File: config.mk
export PLATFORM = sky130hd
export DESIGN_NAME = image_streamer
export DESIGN_NICKNAME = d
export VERILOG_FILES = /design/src/rtl/image_streamer_pkg.sv /design/src/rtl/image_streamer_blank_timer.sv /design/src/rtl/image_streamer.sv
export SDC_FILE = /design/constraint.sdc
export NUM_CORES = 1
export LEC_CHECK = 0
export ABC_AREA = 0
export CAP_MARGIN = 25
export CORE_ASPECT_RATIO = 0.5
export CORE_MARGIN = 4
export CORE_UTILIZATION = 45
export DETAILED_ROUTE_END_ITERATION = 6
export PLACE_DENSITY_LB_ADDON = 0.05
export SETUP_SLACK_MARGIN = 0.15
export SYNTH_ARGS = -nofsm -noshare
export SYNTH_HDL_FRONTEND = slang
export SYNTH_SLANG_ARGS = --single-unit
File: constraint.sdc
create_clock -name clk_i -period 4.9 [get_ports clk_i]
set_input_delay 0.98 -clock clk_i [delete_from_list [all_inputs] [get_ports clk_i]]
set_output_delay 0.98 -clock clk_i [all_outputs]
set_load 0.03 [all_outputs]
File: src/rtl/image_streamer_pkg.sv
// -----------------------------------------------------------------------------
// image_stream_pkg
// Shared types and helpers for the raster image streamer.
//   coord_t          : 16-bit unsigned pixel coordinate (col/row).
//   streamer_state_t : streamer sequencing states.
//   last_col/last_row: end-of-line / end-of-frame coordinate compares.
// -----------------------------------------------------------------------------
package image_stream_pkg;

  typedef logic [15:0] coord_t;

  typedef enum logic [2:0] {
    IDLE,
    SYNC,
    ACTIVE,
    LBLANK,
    FBLANK
  } streamer_state_t;

  // Wrap is decided by compare against size-1, never by counter overflow.
  function automatic logic last_col(input coord_t col, input coord_t width);
    return col == (width - 16'd1);
  endfunction

  function automatic logic last_row(input coord_t row, input coord_t height);
    return row == (height - 16'd1);
  endfunction

endpackage

File: src/rtl/image_streamer_blank_timer.sv
// -----------------------------------------------------------------------------
// blank_timer
// 16-bit down-counter used to time line and frame blanking intervals.
//   clk_i, rst_n_i : clock, asynchronous active-low reset.
//   load_i         : load load_val_i into the counter (starts the interval).
//   load_val_i     : interval length in cycles.
//   busy_o         : counter non-zero.
//   done_o         : final cycle of the interval (counter == 1).
// -----------------------------------------------------------------------------
module blank_timer (
  input  logic        clk_i,
  input  logic        rst_n_i,
  input  logic        load_i,
  input  logic [15:0] load_val_i,
  output logic        busy_o,
  output logic        done_o
);

  logic [15:0] cnt_q;
  logic [15:0] cnt_d;

  always_comb begin
    cnt_d = cnt_q;
    if (load_i) begin
      cnt_d = load_val_i;
    end else if (cnt_q != 16'd0) begin
      cnt_d = cnt_q - 16'd1;
    end
  end

  always_ff @(posedge clk_i or negedge rst_n_i) begin
    if (!rst_n_i) begin
      cnt_q <= 16'd0;
    end else begin
      cnt_q <= cnt_d;
    end
  end

  assign busy_o = (cnt_q != 16'd0);
  assign done_o = (cnt_q == 16'd1);

endmodule

File: src/rtl/image_streamer.sv
// -----------------------------------------------------------------------------
// image_streamer
// Raster pixel source: accepts beats from a ready/valid upstream carrying a
// start-of-frame marker and emits a coordinate-tagged push stream with one
// cycle of latency. Enforces frame sync and inserts line/frame blanking.
//   clk_i, rst_n_i : clock, asynchronous active-low reset.
//   start_i        : level enable; frames stream while high.
//   s_data_i       : upstream pixel.
//   s_sof_i        : upstream beat is the first pixel of a frame.
//   s_valid_i      : upstream beat valid.
//   s_ready_o      : beat accepted when s_valid_i && s_ready_o.
//   data_o         : pixel (held when valid_o=0).
//   col_o, row_o   : pixel coordinates (held when valid_o=0).
//   valid_o        : one-cycle pixel strobe.
//   frame_done_o   : pulses with valid_o of the last pixel of a frame.
//   sync_err_o     : sticky misplaced-sof flag, cleared only by reset.
// -----------------------------------------------------------------------------
module image_streamer
  import image_stream_pkg::*;
#(
  parameter int DATA_WIDTH   = 16,
  parameter int IMAGE_WIDTH  = 640,
  parameter int IMAGE_HEIGHT = 480,
  parameter int LINE_BLANK   = 0,
  parameter int FRAME_BLANK  = 0
) (
  input  logic                  clk_i,
  input  logic                  rst_n_i,
  input  logic                  start_i,
  input  logic [DATA_WIDTH-1:0] s_data_i,
  input  logic                  s_sof_i,
  input  logic                  s_valid_i,
  output logic                  s_ready_o,
  output logic [DATA_WIDTH-1:0] data_o,
  output logic [15:0]           col_o,
  output logic [15:0]           row_o,
  output logic                  valid_o,
  output logic                  frame_done_o,
  output logic                  sync_err_o
);

  localparam coord_t IMG_W = coord_t'(IMAGE_WIDTH);
  localparam coord_t IMG_H = coord_t'(IMAGE_HEIGHT);
  localparam coord_t LB_LEN = coord_t'(LINE_BLANK);
  localparam coord_t FB_LEN = coord_t'(FRAME_BLANK);

  streamer_state_t       state_q;
  coord_t                col_cnt_q;
  coord_t                row_cnt_q;
  logic [DATA_WIDTH-1:0] data_q;
  coord_t                col_q;
  coord_t                row_q;
  logic                  valid_q;
  logic                  frame_done_q;
  logic                  sync_err_q;

  logic   accept;
  logic   at_last_col;
  logic   at_last_row;
  logic   tmr_load;
  coord_t tmr_val;
  logic   tmr_busy;
  logic   tmr_done;
  logic   blank_end;

  // Ready depends on state only so upstream never sees a valid->ready path.
  assign s_ready_o   = (state_q == SYNC) || (state_q == ACTIVE);
  assign accept      = s_valid_i && s_ready_o;
  assign at_last_col = last_col(col_cnt_q, IMG_W);
  assign at_last_row = last_row(row_cnt_q, IMG_H);

  // The timer is armed on the accept that ends a line or frame, so the
  // blanking state sees the full count on its first cycle.
  assign tmr_load = (state_q == ACTIVE) && accept && !s_sof_i && at_last_col &&
                    ((at_last_row && (FRAME_BLANK > 0)) ||
                     (!at_last_row && (LINE_BLANK > 0)));
  assign tmr_val  = at_last_row ? FB_LEN : LB_LEN;

  // An idle timer also ends blanking so the FSM can never park in a blank state.
  assign blank_end = tmr_done || !tmr_busy;

  blank_timer u_blank_timer (
    .clk_i      (clk_i),
    .rst_n_i    (rst_n_i),
    .load_i     (tmr_load),
    .load_val_i (tmr_val),
    .busy_o     (tmr_busy),
    .done_o     (tmr_done)
  );

  always_ff @(posedge clk_i or negedge rst_n_i) begin
    if (!rst_n_i) begin
      state_q      <= IDLE;
      col_cnt_q    <= '0;
      row_cnt_q    <= '0;
      data_q       <= '0;
      col_q        <= '0;
      row_q        <= '0;
      valid_q      <= 1'b0;
      frame_done_q <= 1'b0;
      sync_err_q   <= 1'b0;
    end else begin
      valid_q      <= 1'b0;
      frame_done_q <= 1'b0;
      case (state_q)
        IDLE: begin
          if (start_i) begin
            state_q <= SYNC;
          end
        end

        SYNC: begin
          // Non-sof beats are consumed and dropped until the frame start.
          if (accept && s_sof_i) begin
            data_q    <= s_data_i;
            col_q     <= '0;
            row_q     <= '0;
            valid_q   <= 1'b1;
            col_cnt_q <= 16'd1;
            row_cnt_q <= '0;
            state_q   <= ACTIVE;
          end else if (!start_i) begin
            state_q <= IDLE;
          end
        end

        ACTIVE: begin
          if (accept) begin
            data_q  <= s_data_i;
            valid_q <= 1'b1;
            if (s_sof_i) begin
              // Misplaced sof: resynchronise on this beat as a new frame.
              sync_err_q <= 1'b1;
              col_q      <= '0;
              row_q      <= '0;
              col_cnt_q  <= 16'd1;
              row_cnt_q  <= '0;
            end else begin
              col_q <= col_cnt_q;
              row_q <= row_cnt_q;
              if (at_last_col) begin
                col_cnt_q <= '0;
                if (at_last_row) begin
                  row_cnt_q    <= '0;
                  frame_done_q <= 1'b1;
                  if (FRAME_BLANK > 0) begin
                    state_q <= FBLANK;
                  end else if (start_i) begin
                    state_q <= SYNC;
                  end else begin
                    state_q <= IDLE;
                  end
                end else begin
                  row_cnt_q <= row_cnt_q + 16'd1;
                  if (LINE_BLANK > 0) begin
                    state_q <= LBLANK;
                  end
                end
              end else begin
                col_cnt_q <= col_cnt_q + 16'd1;
              end
            end
          end
        end

        LBLANK: begin
          if (blank_end) begin
            state_q <= ACTIVE;
          end
        end

        FBLANK: begin
          if (blank_end) begin
            state_q <= start_i ? SYNC : IDLE;
          end
        end

        default: begin
          state_q <= IDLE;
        end
      endcase
    end
  end

  assign data_o       = data_q;
  assign col_o        = col_q;
  assign row_o        = row_q;
  assign valid_o      = valid_q;
  assign frame_done_o = frame_done_q;
  assign sync_err_o   = sync_err_q;

endmodule
==> results of run 1 <==
registers in the layout, summed over array words and instances, names as in the netlist:
| name | cells |
|---|---|
| col_o | 16 |
| row_cnt_q | 16 |
| u_blank_timer.cnt_q | 16 |
| data_o | 16 |
| state_q | 2 |
| valid_o | 1 |
| col_cnt_q | 16 |
| row_o | 16 |
| sync_err_o | 1 |
| frame_done_o | 1 |
layout make-up:
| class | count | area [um^2] | area share (%) |
|---|---|---|---|
| Clock buffer | 10 | 239.0 | 4.071 |
| Sequential cell | 101 | 2527 | 43.05 |
| Clock inverter | 6 | 68.82 | 1.172 |
| Timing Repair Buffer | 78 | 763.2 | 13.00 |
| Multi-Input combinational cell | 369 | 2048 | 34.89 |
| Inverter | 13 | 48.80 | 0.8312 |
| Tap cell | 140 | 175.2 | 2.984 |
kinds of logic (layout without fill, tap and decap cells):
kind of cell | count (synthesis) | count (layout) | share of synthesized area (%)
buffers and inverters | 38 | 107 | 3.257
multiplexers | 2 | 2 | 0.4237
flip-flops | 101 | 101 | 53.50
XOR/XNOR | 19 | 19 | 3.681
AO/OA/AOI/OAI | 102 | 102 | 13.24
AND/OR/NAND/NOR | 238 | 238 | 23.78
adder cells (fa/ha/maj) | 8 | 8 | 2.119
metrics by stage:
| stage | utilization, % | hold WS, ps | std cells | instance area (um^2) | power [mW] |
|---|---|---|---|---|---|
| 2_1_floorplan | - | 442.0 | 508 | 4725 | 0.9705 |
| 3_3_place_gp | 54.46 | 458.8 | 701 | 5563 | 1.056 |
| 3_5_place_dp | 54.46 | 458.6 | 701 | 5563 | 1.057 |
| 4_1_cts | 57.47 | 474.2 | 717 | 5871 | 1.798 |
| 5_1_grt | 57.47 | 495.2 | 717 | 5871 | 1.853 |
| 6_report | 57.47 | 466.4 | 717 | 5871 | 1.783 |
worst max-delay path: cells and delay by family (launching register included):
kind	cells	cell delay [ps]
buffers and inverters	2	860
adder cells (fa/ha/maj)	1	630
flip-flops	1	380
how the worst max path moves through the flow:
stage	slack [ps]	to
6_report	1700	s_ready_o
4_1_cts	1700	s_ready_o
2_1_floorplan	2670	row_cnt_q[5]
3_3_place_gp	1850	col_o[8]
5_1_grt	1620	s_ready_o
3_5_place_dp	1800	row_cnt_q[15]
per-layer routing:
metal  global-route usage, %  vias up  routed length, um
met5                       0        -                  0
met4                   4.889        0                105
met3                   5.759       11                611
met2                   28.68       86               4717
met1                   25.54     1843               5357
li1                        -     1902                  -
layout by cell type (no fill, tap or decap), types with 3 or more instances in the layout:
cell type and n:
a41oi_1 4, and4_1 6, nand2_1 129, xnor2_1 6
o31ai_1 10, or3_1 5, ha_1 8, clkdlybuf4s50_1 71
o21ai_0 54, buf_4 7, o41ai_1 8, nor2_1 24
nor3_1 11, inv_1 13, nand3_1 17, dfrtp_1 101
xor2_1 12, a21oi_1 9, nor4_1 4, a31oi_1 3
and2_1 8, nand4_1 12, clkbuf_16 9, and3_1 6
power breakdown:
| part | switching, mW | internal [mW] | leakage, nW | total (mW) |
|---|---|---|---|---|
| combinational | 0.108 | 0.0608 | 1.12 | 0.169 |
| clock | 0.330 | 0.414 | 0.149 | 0.744 |
| sequential | 0.0161 | 0.854 | 1.36 | 0.871 |
| total | 0.454 | 1.33 | 2.63 | 1.78 |
==> results.toml, run 1 <==
[detailed_routing]
routed_via_density = 5.358
drt_pre_antenna_iters = 4
drt_iter0_drc = 322
wl_um = 10790
wl_per_cell_um = 15.05
post-route-drc-count = 0
via_count = 3842
antenna_left = 0

[hold_path]
min_path_type = "reg -> reg"
hp-start = "u_blank_timer.cnt_q[14]"
min_to = "u_blank_timer.cnt_q[14]"
worstHoldPathCells = 1

[timing]
rsz0062_at_grt = "false"
hold_violations = 0
worst_pin_slew_ps = 950.5
slew_viol_final = 0
fmax_ghz = 0.3122
fin_ws_ps = 1697
setup_violations = 0
tns_ps = 0
period_needed_ps = 3203
relSlewSlack_pct = 36.57
finalCritPeriodShare_pct = 65.36
clock_skew_ps = 6.544

[critical_path]
path_cells = "inv_1 > ha_1 > clkdlybuf4s50_1"
reg2regPathDepth = 6
crit_path_max_incr_delay_ps = 770
endpoint_kind = "output pin"
crit_required_ps = 3920
r2r_end = "row_cnt_q[5]"
critPathLaunchType = "flip-flop"
critPathKind = "reg -> out"
crit_slowest_cell = "clkdlybuf4s50_1"
r2r-start = "row_cnt_q[0]"
ff2ff_setup_slack_ps = 2270
cp-startpoint = "state_q[1]"
cp_max_fo = 16
arrival_ps = 2220

[grt]
grt_usage_pct = 18.54
grt_pass1_wl_um = 18290
grt_pass1_vias = 3689
grt-ovfl-total = 0
antenna_found_initial = 0
grt_max_degree = 89

[yosys]
synth_top_area_share_pct = 53.50
ys_seq_area_share_pct = 53.50
yosys_warnings = 0
netlist_area_mm2 = 0.004725
synth-edff-count = 0
synth_top_cells_by_count = "nand2_1, dfrtp_1, o21ai_0, nor2_1, clkbuf_1"
yosys-top-cells-area = "dfrtp_1, nand2_1, o21ai_0, xor2_1, ha_1"
synth.distinct_cells = 49
ys_ff_latch = 101
synth_most_common_cell = "nand2_1"
synth_area_per_cell_um2 = 9.300
synth_top_area_cell = "dfrtp_1"
yosys_most_used_dff = "dfrtp_1"
syn_inst = 508
syn_nets = 537
ys_async_sr_fraction_pct = 100.0

[cells_and_area]
syn_to_final_growth_pct = 24.26
fill_cells = 938
drive_above_1_share_pct = 5.546
layout.nets = 601
antenna_cells = 0

[placement]
place_ws_ps = 1804
gp_congestion = 0.7890
dp_hpwl_um = 7190
port-buffer-count = 72

[clock_tree]
ctsRootBufferMaster = "clkbuf_16"
cts_buffers = 9
cts_resized = 0
clk_latency_ps = 350
cts_tree = "yes"
clk_pin_slew_worst_paths_ps = 70
clock-sinks = 101
cts-hold-fix-buffers = 0
clockBufferDepth = 2
cts_setup_buffers = 0
h-tree-depth = 3

[power_and_ir_drop]
p_leak_nw = 2.631
peakVddDrop_uv = 143.7
powerDensity_mw_per_mm2 = 303.8

[floorplan]
die_area_mm2 = 0.01230
die_y_um = 80.46
die_w_um = 152.9
start_util_pct = 46.25
ioPinCount = 73
fp.coreArea_mm2 = 0.01021
rows = 26

[status]
status = "completed"

[flow_run]
cap_violations = 0
(Power assumes the default switching activity.)
==> inputs of run 2 (changes only) <==
- clock period: 4.9 -> 2.8 ns (I/O delays scaled with it)
==> results.toml, run 2 (synthesized netlist as in run 1, its figures left out) <==
[flow_run]
cap_violations = 0

[timing]
hold_violations = 0
tns_ps = 0
finalCritPeriodShare_pct = 84.38
worst_pin_slew_ps = 815.0
relSlewSlack_pct = 45.43
clock_skew_ps = 8.507
fin_hold_ws_ps = 302.5
setup_violations = 0
slew_viol_final = 0
period_needed_ps = 2363
fmax_ghz = 0.4232
rsz0062_at_grt = "false"

[critical_path]
path_cells = "inv_1 > ha_1 > clkdlybuf4s50_1"
crit_path_max_incr_delay_ps = 670
crit_slowest_cell = "clkdlybuf4s50_1"
path_buf_inv = 2
critPathLaunchType = "flip-flop"
cp_max_fo = 3
critPathKind = "reg -> out"
endpoint_kind = "output pin"
crit_required_ps = 2240
cpLargestDelayFamily = "buffers and inverters"
arrival_ps = 1800

[hold_path]
min_path_type = "in -> async"

[cells_and_area]
syn_to_final_growth_pct = 25.77
mostFrequentLayoutCells = "nand2_1, dfrtp_1, clkdlybuf4s50_1, o21ai_0, nor2_1"
fill_cells = 900
antenna_cells = 0
multi_input_area_mm2 = 0.002048
drive_above_1_share_pct = 6.518
layout.nets = 608
stdcell_count = 723
mostFrequentLayoutCell = "nand2_1"
seq_area_mm2 = 0.002527

[floorplan]
start_util_pct = 46.25
fp.coreArea_mm2 = 0.01021
ioPinCount = 73
die_area_mm2 = 0.01230
die_w_um = 152.9
die_y_um = 80.46
rows = 26

[clock_tree]
cts_buffers = 9
cts_resized = 0
clockBufferDepth = 2
cts_setup_buffers = 0
clk_latency_ps = 350
clk_pin_slew_worst_paths_ps = 70
ctsRootBufferMaster = "clkbuf_16"
cts_tree = "yes"
h-tree-depth = 3
cts-hold-fix-buffers = 0
clock-sinks = 101

[detailed_routing]
drt_pre_antenna_iters = 4
post-route-drc-count = 0
antenna_left = 0
drt_iter0_drc = 252
wl_per_cell_um = 14.86
routed_via_density = 5.284
wl_um = 10740
via_count = 3820

[grt]
grt_pass1_vias = 3605
antenna_found_initial = 0
grt_usage_pct = 18.67
grt_max_degree = 64
grt_pass1_wl_um = 18370
grt-ovfl-total = 0

[placement]
port-buffer-count = 72
dp_cells = 708
dp_hpwl_um = 7236
gp_congestion = 0.8279

[power_and_ir_drop]
peakVddDrop_uv = 361.5
p_leak_nw = 2.668
powerDensity_mw_per_mm2 = 531.7
finalPower_mw = 3.159

[status]
status = "completed"
-- run 2: changes by cell type in the layout (fill, tap and decap cells not counted) --
cell,before,now
buf_12,0,1
buf_4,7,13
bufinv_16,1,2
clkbuf_8,1,0
clkinvlp_4,1,2
inv_6,2,0
-- run 2: layout make-up --
cell class	count	area share [%]
repair buffers	85	13.94
multi-input cells	369	34.47
clock inverters	6	1.495
inverters	13	0.8212
flip-flops and latches	101	42.54
clock buffers	9	3.790
well taps	140	2.948
-- run 2: where the power goes --
| group | internal, mW | switching (mW) |
|---|---|---|
| Sequential | 1.50 | 0.0277 |
| Clock | 0.778 | 0.554 |
| Combinational | 0.113 | 0.191 |
| Total | 2.39 | 0.773 |
-- run 2: per-stage QoR --
| stage | instance area, um^2 | utilization [%] | worst slack (ps) |
|---|---|---|---|
| final | 5942 | 58.17 | 437.3 |
| after global routing | 5942 | 58.17 | 346.8 |
| after CTS | 5942 | 58.17 | 414.5 |
| after detailed placement | 5628 | 55.10 | 316.7 |
| after global placement | 5628 | 55.10 | 397.6 |
| after floorplan | 4725 | - | 701.8 |
-- run 2: path summary, 6_finish.rpt --
check | startpoint | endpoint | slack, ps | cells past startpoint
max | state_q[0] | s_ready_o | 440 | 3
min | rst_n_i | u_blank_timer.cnt_q[14] | 300 | 1
max reg2reg | col_cnt_q[0] | row_cnt_q[6] | 540 | 6
min reg2reg | data_o[2] | data_o[2] | 470 | 2
max in group asynchronous | rst_n_i | row_o[15] | 1790 | 2
min in group clk_i | data_o[2] | data_o[2] | 470 | 2
-- run 2: layer usage --
layer | GRT usage (%) | routed length [um] | vias up
li1 | - | - | 1909
met2 | 28.90 | 4742 | 80
met4 | 4.444 | 88 | 0
met1 | 25.77 | 5351 | 1823
met3 | 5.974 | 560 | 8
met5 | 0 | 0 | -
==> inputs of run 3 (changes only) <==
- clock period: 2.8 -> 2.38 ns (I/O delays scaled with it)
==> results.toml, run 3 (synthesized netlist as in run 1, its figures left out) <==
[critical_path]
critPathLaunchType = "flip-flop"
r2r_end = "u_blank_timer.cnt_q[12]"
endpoint_kind = "flip-flop"
reg2regPathDepth = 7
r2r-start = "u_blank_timer.cnt_q[1]"
ff2ff_setup_slack_ps = 210
critPathKind = "reg -> reg"
arrival_ps = 2410
crit_required_ps = 2620
cp_max_fo = 7

[clock_tree]
clk_pin_slew_worst_paths_ps = 70
ctsRootBufferMaster = "clkbuf_16"
cts-hold-fix-buffers = 0
cts_buffers = 9
cts_tree = "yes"
clock-sinks = 101
h-tree-depth = 3
clk_latency_ps = 350
clockBufferDepth = 2

[floorplan]
die_w_um = 152.9
fp.coreArea_mm2 = 0.01021
start_util_pct = 46.25
die_y_um = 80.46
rows = 26
die_area_mm2 = 0.01230
ioPinCount = 73

[grt]
grt_usage_pct = 19.03
grt-ovfl-total = 0
grt_max_degree = 50
grt_pass1_vias = 3778
grt_pass1_wl_um = 18920
antenna_found_initial = 0

[detailed_routing]
routed_via_density = 5.370
drt_pre_antenna_iters = 5
via_count = 3936
post-route-drc-count = 0
wl_um = 10880
wl_per_cell_um = 14.84
antenna_left = 0
drt_iter0_drc = 290

[placement]
port-buffer-count = 72
gp_congestion = 0.8377
place_ws_ps = 25.11
dp_hpwl_um = 7579

[power_and_ir_drop]
powerDensity_mw_per_mm2 = 620.1
p_leak_nw = 2.726
peakVddDrop_uv = 359.9

[cells_and_area]
drive_above_1_share_pct = 8.432
layout.nets = 618
antenna_cells = 0
syn_to_final_growth_pct = 28.15
mostFrequentLayoutCells = "nand2_1, dfrtp_1, clkdlybuf4s50_1, o21ai_0, nor2_1"
fill_cells = 948
mostFrequentLayoutCell = "nand2_1"

[timing]
clock_skew_ps = 13.09
fmax_ghz = 0.4611
worst_pin_slew_ps = 593.4
slew_viol_final = 0
tns_ps = 0
period_needed_ps = 2169
setup_violations = 0
fin_ws_ps = 211.3
relSlewSlack_pct = 60.11
rsz0062_at_grt = "true"
hold_violations = 0
finalCritPeriodShare_pct = 91.12

[status]
status = "completed"

[flow_run]
cap_violations = 0

[hold_path]
min_path_type = "in -> async"
[run 3: critical path, stage by stage, from the launching register on]
cell	delay (ps)
dfrtp_1	380
inv_1	100
ha_1	180
or2b_2	320
or2_1	310
nand3b_4	210
or4_4	430
xnor2_2	140
[run 3: worst max-delay path by stage]
| stage | slack, ps | from | depth (start not counted) | end |
|---|---|---|---|---|
| after floorplan | 280 | u_blank_timer.cnt_q[0] | 8 | u_blank_timer.cnt_q[12] |
| after global placement | 50 | s_valid_i | 7 | row_cnt_q[12] |
| after detailed placement | 30 | s_valid_i | 7 | row_cnt_q[12] |
| after CTS | 160 | u_blank_timer.cnt_q[1] | 7 | u_blank_timer.cnt_q[12] |
| after global routing | 60 | u_blank_timer.cnt_q[1] | 7 | u_blank_timer.cnt_q[12] |
| final | 210 | u_blank_timer.cnt_q[1] | 7 | u_blank_timer.cnt_q[12] |
[run 3: metal layers]
metal | vias up | routed length, um | global-route usage [%] | share of wire (%)
li1 | 1924 | - | - | -
met1 | 1897 | 5282 | 25.99 | 49
met2 | 102 | 4831 | 30.09 | 44
met3 | 13 | 663 | 5.867 | 6.1
met4 | 0 | 102 | 4.267 | 0.94
met5 | - | 0 | 0 | 0
[run 3: area by class of cell]
type	count	area, um^2	share of cell area, %
timing repair buffer	95	927.1	15.31
clock inverter	6	95.09	1.571
inverter	13	48.80	0.8060
tap	140	175.2	2.893
clock buffer	9	225.2	3.720
sequential	101	2527	41.74
multi-input combinational	369	2056	33.95
[run 3: repair_timing]
item	CTS	global route
hold endpoints to repair	0	0
resized for setup	1	4
pin swaps	1	1
setup buffers	1	3
setup endpoints to repair	10	14
[run 3: report_power, final]
group | internal [mW] | switching (mW)
clock network | 0.926 | 0.657
logic | 0.149 | 0.236
registers | 1.76 | 0.0269
total | 2.83 | 0.920
[run 3: through the flow]
stage / util [%] / instance area [um^2] / hold WS (ps) / power (mW) / cells
2_1_floorplan: - / 4725 / 180.4 / 1.998 / 508
3_3_place_gp: 55.78 / 5698 / 447.2 / 2.204 / 714
3_5_place_dp: 55.78 / 5698 / 448.9 / 2.205 / 714
4_1_cts: 58.98 / 6025 / 72.10 / 3.812 / 730
5_1_grt: 59.27 / 6055 / 86.79 / 3.919 / 733
6_report: 59.27 / 6055 / 59.75 / 3.754 / 733
